`src/rtl/calc_pkg.sv`:
```
// Shared calculator number format.
// num_t: BCD significand, sign, decimal exponent, error.
package calc_pkg;

  localparam int NumDigits = 8;
  localparam int ExpWidth  = $clog2(NumDigits) + 1;

  typedef struct packed {
    logic                       error;
    logic                       sign;
    logic [ExpWidth-1:0]        exponent;
    logic [NumDigits-1:0][3:0]  digits;
  } num_t;

endpackage

```
`src/rtl/bin2num_converter_if.sv`:
```
// Operand/result handshake bundle for bin2num_converter.
// master drives operands and result-ready; slave is the converter.
interface bin2num_converter_if
  import calc_pkg::*;
#(
  parameter int BinWidth = $clog2(10 ** (calc_pkg::NumDigits + 1)) + 1,
  parameter int ExpWidth = calc_pkg::ExpWidth
);

  logic                in_valid_i;
  logic                in_ready_o;
  logic [BinWidth-1:0] in_significand_i;
  logic [ExpWidth-1:0] in_exponent_i;
  logic                in_error_i;
  logic                out_valid_o;
  logic                out_ready_i;
  num_t                out_num_o;
  logic                busy_o;

  modport master (
    output in_valid_i, in_significand_i, in_exponent_i,
    output in_error_i, out_ready_i,
    input  in_ready_o, out_valid_o, out_num_o, busy_o
  );

  modport slave (
    input  in_valid_i, in_significand_i, in_exponent_i,
    input  in_error_i, out_ready_i,
    output in_ready_o, out_valid_o, out_num_o, busy_o
  );

endinterface

```
`src/rtl/bin2num_converter.sv`:
```
// Sequential signed binary -> num_t converter (double-dabble + normalize).
// Optional BIN2NUM_ROUND_EN: round half away from zero instead of truncate.
module bin2num_converter
  import calc_pkg::*;
#(
  parameter int NumDigits   = calc_pkg::NumDigits,
  parameter int ExtraDigits = 1,
  parameter int BinWidth    = $clog2(10 ** (NumDigits + ExtraDigits)) + 1,
  parameter int MaxExponent = 7,
  parameter int ExpWidth    = $clog2(NumDigits) + 1
) (
  input logic               clk_i,
  input logic               rst_i,
  bin2num_converter_if.slave bus
);

  localparam int TotDigits = NumDigits + ExtraDigits;
  localparam int BcdW      = TotDigits * 4;
  localparam int CntW      = $clog2(BinWidth + 1);

  typedef enum logic [2:0] {
    IDLE,
    CONVERT,
    SHIFT_R,
`ifdef BIN2NUM_ROUND_EN
    ROUND,
`endif
    SHIFT_L,
    DONE
  } state_t;

  state_t              state_q, state_d;
  logic [BinWidth-1:0] bin_q, bin_d;
  logic [BcdW-1:0]     bcd_q, bcd_d;
  logic [CntW-1:0]     cnt_q, cnt_d;
  logic [ExpWidth-1:0] exp_q, exp_d;
  logic                sign_q, sign_d;
  logic                err_q, err_d;
`ifdef BIN2NUM_ROUND_EN
  logic [3:0]          last_q, last_d;
`endif

  function automatic logic [BcdW-1:0] add3(input logic [BcdW-1:0] b);
    logic [BcdW-1:0] r;
    r = b;
    for (int i = 0; i < TotDigits; i++)
      if (r[i*4 +: 4] >= 4'd5) r[i*4 +: 4] = r[i*4 +: 4] + 4'd3;
    return r;
  endfunction

`ifdef BIN2NUM_ROUND_EN
  function automatic logic [BcdW-1:0] bcd_inc(input logic [BcdW-1:0] b);
    logic [BcdW-1:0] r;
    logic            c;
    r = b;
    c = 1'b1;
    for (int i = 0; i < TotDigits; i++) begin
      r[i*4 +: 4] = r[i*4 +: 4] + {3'b000, c};
      if (r[i*4 +: 4] == 4'd10) begin
        r[i*4 +: 4] = 4'd0;
      end else begin
        c = 1'b0;
      end
    end
    return r;
  endfunction
`endif

  function automatic logic need_l(
    input logic [BcdW-1:0]     b,
    input logic [ExpWidth-1:0] e,
    input logic                er
  );
    return !er && (e != '0) && (b[NumDigits*4-1 -: 4] == 4'd0);
  endfunction

  // Which phase follows once the digits are known; zero-length phases are skipped.
  function automatic state_t next_phase(
    input logic [BcdW-1:0]     b,
    input logic [ExpWidth-1:0] e,
    input logic                er
`ifdef BIN2NUM_ROUND_EN
    , input logic [3:0]        l
`endif
  );
    if (|b[BcdW-1:NumDigits*4]) return SHIFT_R;
`ifdef BIN2NUM_ROUND_EN
    if (l >= 4'd5) return ROUND;
`endif
    if (need_l(b, e, er)) return SHIFT_L;
    return DONE;
  endfunction

  // State and datapath registers.
  always_ff @(posedge clk_i) begin
    if (rst_i) begin
      state_q <= IDLE;
      bin_q   <= '0;
      bcd_q   <= '0;
      cnt_q   <= '0;
      exp_q   <= '0;
      sign_q  <= 1'b0;
      err_q   <= 1'b0;
`ifdef BIN2NUM_ROUND_EN
      last_q  <= '0;
`endif
    end else begin
      state_q <= state_d;
      bin_q   <= bin_d;
      bcd_q   <= bcd_d;
      cnt_q   <= cnt_d;
      exp_q   <= exp_d;
      sign_q  <= sign_d;
      err_q   <= err_d;
`ifdef BIN2NUM_ROUND_EN
      last_q  <= last_d;
`endif
    end
  end

  // Next-state and datapath update for each phase.
  always_comb begin
    state_d = state_q;
    bin_d   = bin_q;
    bcd_d   = bcd_q;
    cnt_d   = cnt_q;
    exp_d   = exp_q;
    sign_d  = sign_q;
    err_d   = err_q;
`ifdef BIN2NUM_ROUND_EN
    last_d  = last_q;
`endif
    unique case (state_q)
      IDLE: begin
        if (bus.in_valid_i) begin
          sign_d  = bus.in_significand_i[BinWidth-1];
          bin_d   = sign_d ? (~bus.in_significand_i + 1'b1)
                           : bus.in_significand_i;
          bcd_d   = '0;
          cnt_d   = '0;
          exp_d   = bus.in_exponent_i;
          err_d   = bus.in_error_i;
`ifdef BIN2NUM_ROUND_EN
          last_d  = '0;
`endif
          state_d = CONVERT;
        end
      end
      CONVERT: begin
        {bcd_d, bin_d} = {add3(bcd_q), bin_q} << 1;
        cnt_d = cnt_q + 1'b1;
        if (cnt_q == CntW'(BinWidth - 1))
          state_d = next_phase(bcd_d, exp_d, err_d
`ifdef BIN2NUM_ROUND_EN
                               , last_d
`endif
                               );
      end
      SHIFT_R: begin
        bcd_d = bcd_q >> 4;
`ifdef BIN2NUM_ROUND_EN
        last_d = bcd_q[3:0];
`endif
        if (exp_q == ExpWidth'(MaxExponent)) err_d = 1'b1;
        else exp_d = exp_q + 1'b1;
        state_d = next_phase(bcd_d, exp_d, err_d
`ifdef BIN2NUM_ROUND_EN
                             , last_d
`endif
                             );
      end
`ifdef BIN2NUM_ROUND_EN
      ROUND: begin
        bcd_d   = bcd_inc(bcd_q);
        last_d  = '0;
        state_d = next_phase(bcd_d, exp_q, err_q, 4'd0);
      end
`endif
      SHIFT_L: begin
        bcd_d   = bcd_q << 4;
        exp_d   = exp_q - 1'b1;
        state_d = need_l(bcd_d, exp_d, err_q) ? SHIFT_L : DONE;
      end
      DONE: begin
        if (bus.out_ready_i) state_d = IDLE;
      end
      default: state_d = IDLE;
    endcase
  end

  // Result fields are presented only while DONE; -0 folds to +0.
  always_comb begin
    bus.out_num_o = '0;
    if (state_q == DONE) begin
      bus.out_num_o.digits   = bcd_q[NumDigits*4-1:0];
      bus.out_num_o.sign     = sign_q && (|bcd_q[NumDigits*4-1:0]);
      bus.out_num_o.error    = err_q;
      bus.out_num_o.exponent = err_q ? '0 : exp_q;
    end
  end

  assign bus.in_ready_o  = (state_q == IDLE);
  assign bus.out_valid_o = (state_q == DONE);
  assign bus.busy_o      = (state_q != IDLE);

endmodule

```
`src/flat_wrapper.sv`:
```
// flat-port wrapper written by rule: the top's interface ports become plain ports
module bin2num_converter_flat import calc_pkg::*;
#(
  parameter int NumDigits   = calc_pkg::NumDigits,
  parameter int ExtraDigits = 1,
  parameter int BinWidth    = $clog2(10 ** (NumDigits + ExtraDigits)) + 1,
  parameter int MaxExponent = 7,
  parameter int ExpWidth    = $clog2(NumDigits) + 1
)
  (clk_i, rst_i, bus_in_valid_i, bus_in_significand_i, bus_in_exponent_i, bus_in_error_i, bus_out_ready_i, bus_in_ready_o, bus_out_valid_o, bus_out_num_o, bus_busy_o);
  bin2num_converter_if #(.BinWidth(BinWidth), .ExpWidth(ExpWidth)) bus_i ();
  input logic clk_i;
  input logic rst_i;
  input wire logic [$bits(bus_i.in_valid_i)-1:0] bus_in_valid_i;
  input wire logic [$bits(bus_i.in_significand_i)-1:0] bus_in_significand_i;
  input wire logic [$bits(bus_i.in_exponent_i)-1:0] bus_in_exponent_i;
  input wire logic [$bits(bus_i.in_error_i)-1:0] bus_in_error_i;
  input wire logic [$bits(bus_i.out_ready_i)-1:0] bus_out_ready_i;
  output wire logic [$bits(bus_i.in_ready_o)-1:0] bus_in_ready_o;
  output wire logic [$bits(bus_i.out_valid_o)-1:0] bus_out_valid_o;
  output wire logic [$bits(bus_i.out_num_o)-1:0] bus_out_num_o;
  output wire logic [$bits(bus_i.busy_o)-1:0] bus_busy_o;
  assign bus_i.in_valid_i = bus_in_valid_i;
  assign bus_i.in_significand_i = bus_in_significand_i;
  assign bus_i.in_exponent_i = bus_in_exponent_i;
  assign bus_i.in_error_i = bus_in_error_i;
  assign bus_i.out_ready_i = bus_out_ready_i;
  assign bus_in_ready_o = bus_i.in_ready_o;
  assign bus_out_valid_o = bus_i.out_valid_o;
  assign bus_out_num_o = bus_i.out_num_o;
  assign bus_busy_o = bus_i.busy_o;
  bin2num_converter #(.NumDigits(NumDigits), .ExtraDigits(ExtraDigits), .BinWidth(BinWidth), .MaxExponent(MaxExponent), .ExpWidth(ExpWidth)) u_core (.clk_i(clk_i), .rst_i(rst_i), .bus(bus_i));
endmodule
```
`config.mk`:
```
export PLATFORM = sky130hd
export DESIGN_NAME = bin2num_converter_flat
export DESIGN_NICKNAME = d
export VERILOG_FILES = /design/src/rtl/calc_pkg.sv /design/src/rtl/bin2num_converter_if.sv /design/src/rtl/bin2num_converter.sv /design/src/flat_wrapper.sv
export SDC_FILE = /design/constraint.sdc
export NUM_CORES = 1
export LEC_CHECK = 0
export ABC_AREA = 1
export ABC_CLOCK_PERIOD_IN_PS = 1750
export BUFFER_PORTS_ARGS = -buffer_cell sky130_fd_sc_hd__clkbuf_2
export CAP_MARGIN = 10
export CORE_MARGIN = 2
export CORE_UTILIZATION = 40
export CTS_BUF_LIST = sky130_fd_sc_hd__clkbuf_8
export CTS_CLUSTER_DIAMETER = 100
export DETAILED_ROUTE_END_ITERATION = 8
export GPL_ROUTABILITY_DRIVEN = 0
export PLACE_DENSITY_LB_ADDON = 0.25
export SKIP_LAST_GASP = 1
export SYNTH_ARGS = -nofsm -noshare
export SYNTH_HDL_FRONTEND = slang
export SYNTH_SLANG_ARGS = --single-unit
```
`constraint.sdc`:
```
create_clock -name clk_i -period 1.75 [get_ports clk_i]
set_input_delay 0.0875 -clock clk_i [delete_from_list [all_inputs] [get_ports clk_i]]
set_output_delay 0.0875 -clock clk_i [all_outputs]
set_load 0.01 [all_outputs]
```
## Word level (Yosys, flattened, before mapping)

Index checks and enable logic that the tools add are counted.

- Add/sub/neg operators: 13
- $lt $le $gt $ge: 9
- Eq/ne operators: 9
- Muxes and demuxes: 52
- Bitwise operators: 1
- Reduce and logical (&&, ||, !) cells: 29

Operator list:

| cell | number |
|---|---|
| $pmux W36 S4 | 1 |
| $mux W31 | 2 |
| $pmux W31 S2 | 1 |
| $mux W4 | 14 |
| $mux W3 | 13 |
| $mux W38 | 1 |
| $ge A4 B3 Y1 const B | 9 |
| $mux W36 | 1 |
| $add A4 B2 Y4 const B | 8 |
| $reduce_or A32 Y1 | 1 |
| $add A31 B1 Y31 const B | 1 |
| $not A31 Y31 | 1 |
| $reduce_bool A4 Y1 | 4 |
| $pmux W3 S5 | 1 |
| $mux W1 | 14 |
| $logic_not A4 Y1 | 3 |
| $pmux W4 S3 | 1 |
| $pmux W5 S2 | 1 |
| $reduce_and A2 Y1 | 5 |
| $logic_and A1 B1 Y1 | 7 |
| $eq A3 B2 Y1 const B | 2 |
| $reduce_bool A3 Y1 | 2 |
| $add A5 B1 Y5 const B | 1 |
| $eq A5 B5 Y1 const B | 1 |
| 15 further kinds | 18 |

- Bits in registers: 81
- Bits of input ports: 40
- Output and inout bits: 41

## Depth between registers and ports, before layout

- Depth after elaboration: 14
- Depth in mapped cells: 13

## Worst setup path before layout

Ideal clock, no wire load.

- Path kind: register to register
- Start: reg u_core.bcd_q[12]
- End: reg u_core.bcd_q[14]
- Setup time: 110 ps
- Data arrival time: 1,494 ps
- Required time: 1,640 ps
- Path slack: 147 ps
- Stages on the path, launching flop included: 12
- Path buffers: 0
- Period minus slack after synthesis: 1,603 ps
- Cell sequence: dfxtp_1 -> inv_1 -> ha_1 -> or2_2 -> nand2_1 -> nor2_1 -> inv_1 -> a21oi_1 -> o21ai_0 -> o2111ai_1 -> nand2_1 -> inv_1

- Longest elaborated chain between the ends: 3

RTL lines:

| item | RTL line | text |
|---|---|---|
| start: declaration | bin2num_converter.sv:34 | `logic [BcdW-1:0] bcd_q, bcd_d;` |
| start signal: assignment | bin2num_converter.sv:99 | `bcd_q <= '0;` |
| start signal: assignment | bin2num_converter.sv:110 | `bcd_q <= bcd_d;` |
| $add A4 B2 Y4 / $ge A4 B3 Y1 (equally long branches) | bin2num_converter.sv:47 | `if (r[i*4 +: 4] >= 4'd5) r[i*4 +: 4] = r[i*4 +: 4] + 4'd3;` |
| $mux W4 * | bin2num_converter.sv:47 |  |
| $pmux W36 S4 * | bin2num_converter.sv:133 | `unique case (state_q)` |

Mark *: on every way between the ends. The rest lies on a longest branch, timed or not.
A chain may end at the register's enable or synchronous reset.

## Final worst setup path

- Start: reg u_core.bcd_q[12]
- End: out bus_out_num_o[36]

- Longest elaborated chain between the ends: 3

RTL lines:

| item | RTL line | text |
|---|---|---|
| $reduce_or A32 Y1 | bin2num_converter.sv:196 | `bus.out_num_o.sign = sign_q && (\|bcd_q[NumDigits*4-1:0]);` |
| $logic_and A1 B1 Y1 | bin2num_converter.sv:196 |  |
| $mux W38 | bin2num_converter.sv:194 | `if (state_q == DONE) begin` |
| end: declaration | flat_wrapper.sv:21 | `output wire logic [$bits(bus_i.out_num_o)-1:0] bus_out_num_o;` |

No other way between the ends.

==> out/metrics.yaml <==
grt_use_met3_pct: 4.61
period_needed_ns: 1.80
dieHeight_um: 127
wl_um: 17700
power.leakage_nw: 3.40
overflow: 0
hold_viol: 0
synth_cells: 973
ys_types: 50
final_area_sq_um: 7380
dp_hpwl_um: 13100
p_per_area_nw_per_um2: 877
clock-root-buffer: "clkbuf_8"
stdcell_count: 1277
via_count: 6776
r2r-start: "u_core.exp_q[0]$_SDFFE_PP0P_"
die_area_sq_um: 16200
reg2reg_depth: 10
grt_first_pass_wirelength_um: 29400
status: "finished with violations"
ant_nets: 0
synth_nets: 1045
synth_top_area_share_pct: 26.6
required_ns: 1.66
min_to: "u_core.bin_q[29]$_SDFFE_PP0P_"
mostFrequentLayoutCells: "nand2_1, inv_1, nor2_1"
hp-start: "bus_in_significand_i[29]"
vdd_ir_drop_max_mv: 0.448
htree_num_levels: 3
drive_above_1_share_pct: 22.2
syn_avg_cell_area_sq_um: 6.26
layout.nets: 1156
fmax_mhz: 556
grt_use_met1_pct: 28.9
yosysTopAreaCell: "dfxtp_1"
wl_per_cell_um: 13.9
fillCellCount: 1546
ys_seq_area_share_pct: 26.6
drt-initial-drc-count: 583
drt_first_pass_iters: 5
grt.busiest_layer: "met2"
grtUsageTotal_pct: 22.2
antenna_found_initial: 0
dpl_cell_area_sq_um: 6870
port_buffers: 80
fp.dieW_um: 127
final_common_cell: "nand2_1"
areaGrowthSynthToFinish_pct: 21.2
worst_pin_slew_ns: 0.468
hold_depth: 4
dp_cells: 1244
arrival_ns: 1.71
path_max_fanout: 4
clkTransAtPathRegs_ns: 0.09
setup_violations: 1
synth_area_leaders: "dfxtp_1, nand2_1, inv_1"
cts_tree: "built"
met2_usage_pct: 37.1
start_util_pct: 40.5
cp_cell_sequence: "inv_2, buf_6, ha_4, nand4_1, nor4_4, a311oi_2, buf_2"
drc: 0
cts_buffers: 9
vias_per_cell: 5.31
whs_ns: 0.0326
first_global_vias: 6035
startpoint_type: "flop"
r2r_slack_ns: 0.05
slowest_delay_ns: 0.34
ys_seq_elements: 81
failed_checks: "setup timing"
rows: 45
timing.rr.end: "u_core.state_q[2]$_SDFFE_PP0P_"
period_share_pct: 103
cp-end-kind: "primary output"
hp-class: "input pin to flop"
timing.max_cap.violations: 0
power_mw: 6.48
synth_edf_count: 0
cts.sinks: 81
synth_warnings: 0
ios: 81
clk_path_buf_depth: 2
synthesis.area_sq_um: 6090
antennaDiodeCount: 0
crit_type: "flop to primary output"
synth_async_sr_flop_share_pct: 0
synth_ff_type: "dfxtp_1"
grt_max_degree: 44
maxSlewViolCount: 0
setup_ws_ns: -0.0478
fp.coreArea_sq_um: 15000
clk_latency_ns: 0.38
cpMaxStageDelayCell: "dfxtp_2"
setup_tns_ns: -0.0478
grt_setup_unrepaired: "true"
maxSlewHeadroom_pct: 68.8
final.setup_skew_ns: 0.0113
## flip-flops by register name (all words and copies together), names as in the netlist
| signal | flops |
|---|---|
| u_core.exp_q | 4 |
| u_core.err_q | 1 |
| u_core.state_q | 3 |
| u_core.sign_q | 1 |
| u_core.cnt_q | 5 |
| u_core.bin_q | 31 |
| u_core.bcd_q | 36 |
## stage by stage
stage / worst slack (ns) / util [%]
floorplan: 0.147 / -
global placement: 0.0772 / 45.7
detailed placement: 0.0384 / 45.7
CTS: -0.0235 / 48.3
global route: -0.0977 / 49.1
finish: -0.0478 / 49.1
## layout make-up
cell class,instances,area (sq um),area share [%]
clock buffer,9,124,1.68
clock inverter,7,62.6,0.847
inverter,154,591,8.00
multi-input combinational,698,3840,52.0
sequential,81,1640,22.3
tap,188,235,3.19
timing repair buffer,140,886,12.0
## critical path, delay by kind of cell, from the launching register on
kind / cells / cell delay, ns
AO/OA/AOI/OAI: 1 / 0.29
AND/OR/NAND/NOR: 2 / 0.19
buffers and inverters: 3 / 0.34
adder cells (fa/ha/maj): 1 / 0.15
flip-flops: 1 / 0.34
## report_power, final
part | internal, mW | switching, mW | total (mW)
sequential | 2.10 | 0.160 | 2.26
clock | 0.545 | 0.803 | 1.35
combinational | 0.983 | 1.88 | 2.87
## cells by family after synthesis
logic type | synth area share (%)
AND/OR/NAND/NOR | 32.2
XOR/XNOR | 0.863
AO/OA/AOI/OAI | 21.0
buffers and inverters | 12.7
flip-flops | 26.6
adder cells (fa/ha/maj) | 6.57
## cell usage after synthesis, types with 2 or more instances
library cell and number:
a21o_1 2, a21oi_1 63, a221oi_1 3, a22oi_1 14, a31oi_1 20, buf_1 3, buf_2 18, buf_4 2
clkbuf_1 15, dfxtp_1 81, ha_1 32, inv_1 146, inv_2 6, nand2_1 226, nand2_2 3, nand3_1 71
nand3b_1 2, nand4_1 11, nor2_1 103, nor2_2 3, nor2_8 2, nor3_1 9, nor4_1 3, o2111ai_1 9
o211ai_1 13, o21ai_0 45, o21ai_2 2, o221ai_1 8, o22ai_1 22, o311ai_0 2, or2_1 2, or2_2 10
xor2_1 5
## repair_timing
action	in CTS	in global routing
gates cloned	0	0
setup endpoints to repair	1	15
hold endpoints to repair	3	0
pin swaps	2	6
resized for setup	42	37
hold buffers	3	0
setup buffers	10	5
## worst max-delay path by stage
stage	startpoint	endpoint	depth (start not counted)
after floorplan	u_core.bcd_q[12]$_SDFFE_PP0P_	u_core.bcd_q[14]$_SDFFE_PP0P_	11
final	u_core.bcd_q[12]$_SDFFE_PP0P_	bus_out_num_o[36]	7
after global routing	u_core.bcd_q[12]$_SDFFE_PP0P_	bus_out_num_o[36]	7
after global placement	u_core.bcd_q[28]$_SDFFE_PP0P_	u_core.state_q[0]$_SDFFE_PP0P_	12
after CTS	u_core.bcd_q[5]$_SDFFE_PP0P_	bus_out_num_o[36]	7
after detailed placement	u_core.bcd_q[28]$_SDFFE_PP0P_	u_core.state_q[0]$_SDFFE_PP0P_	12
## metal layers
layer	share of wire (%)	up-vias
li1	-	3449
met1	45	3075
met2	47	224
met3	5.8	28
met4	2.1	0
met5	0	-
Note: power is estimated with default switching activity, not from simulation.
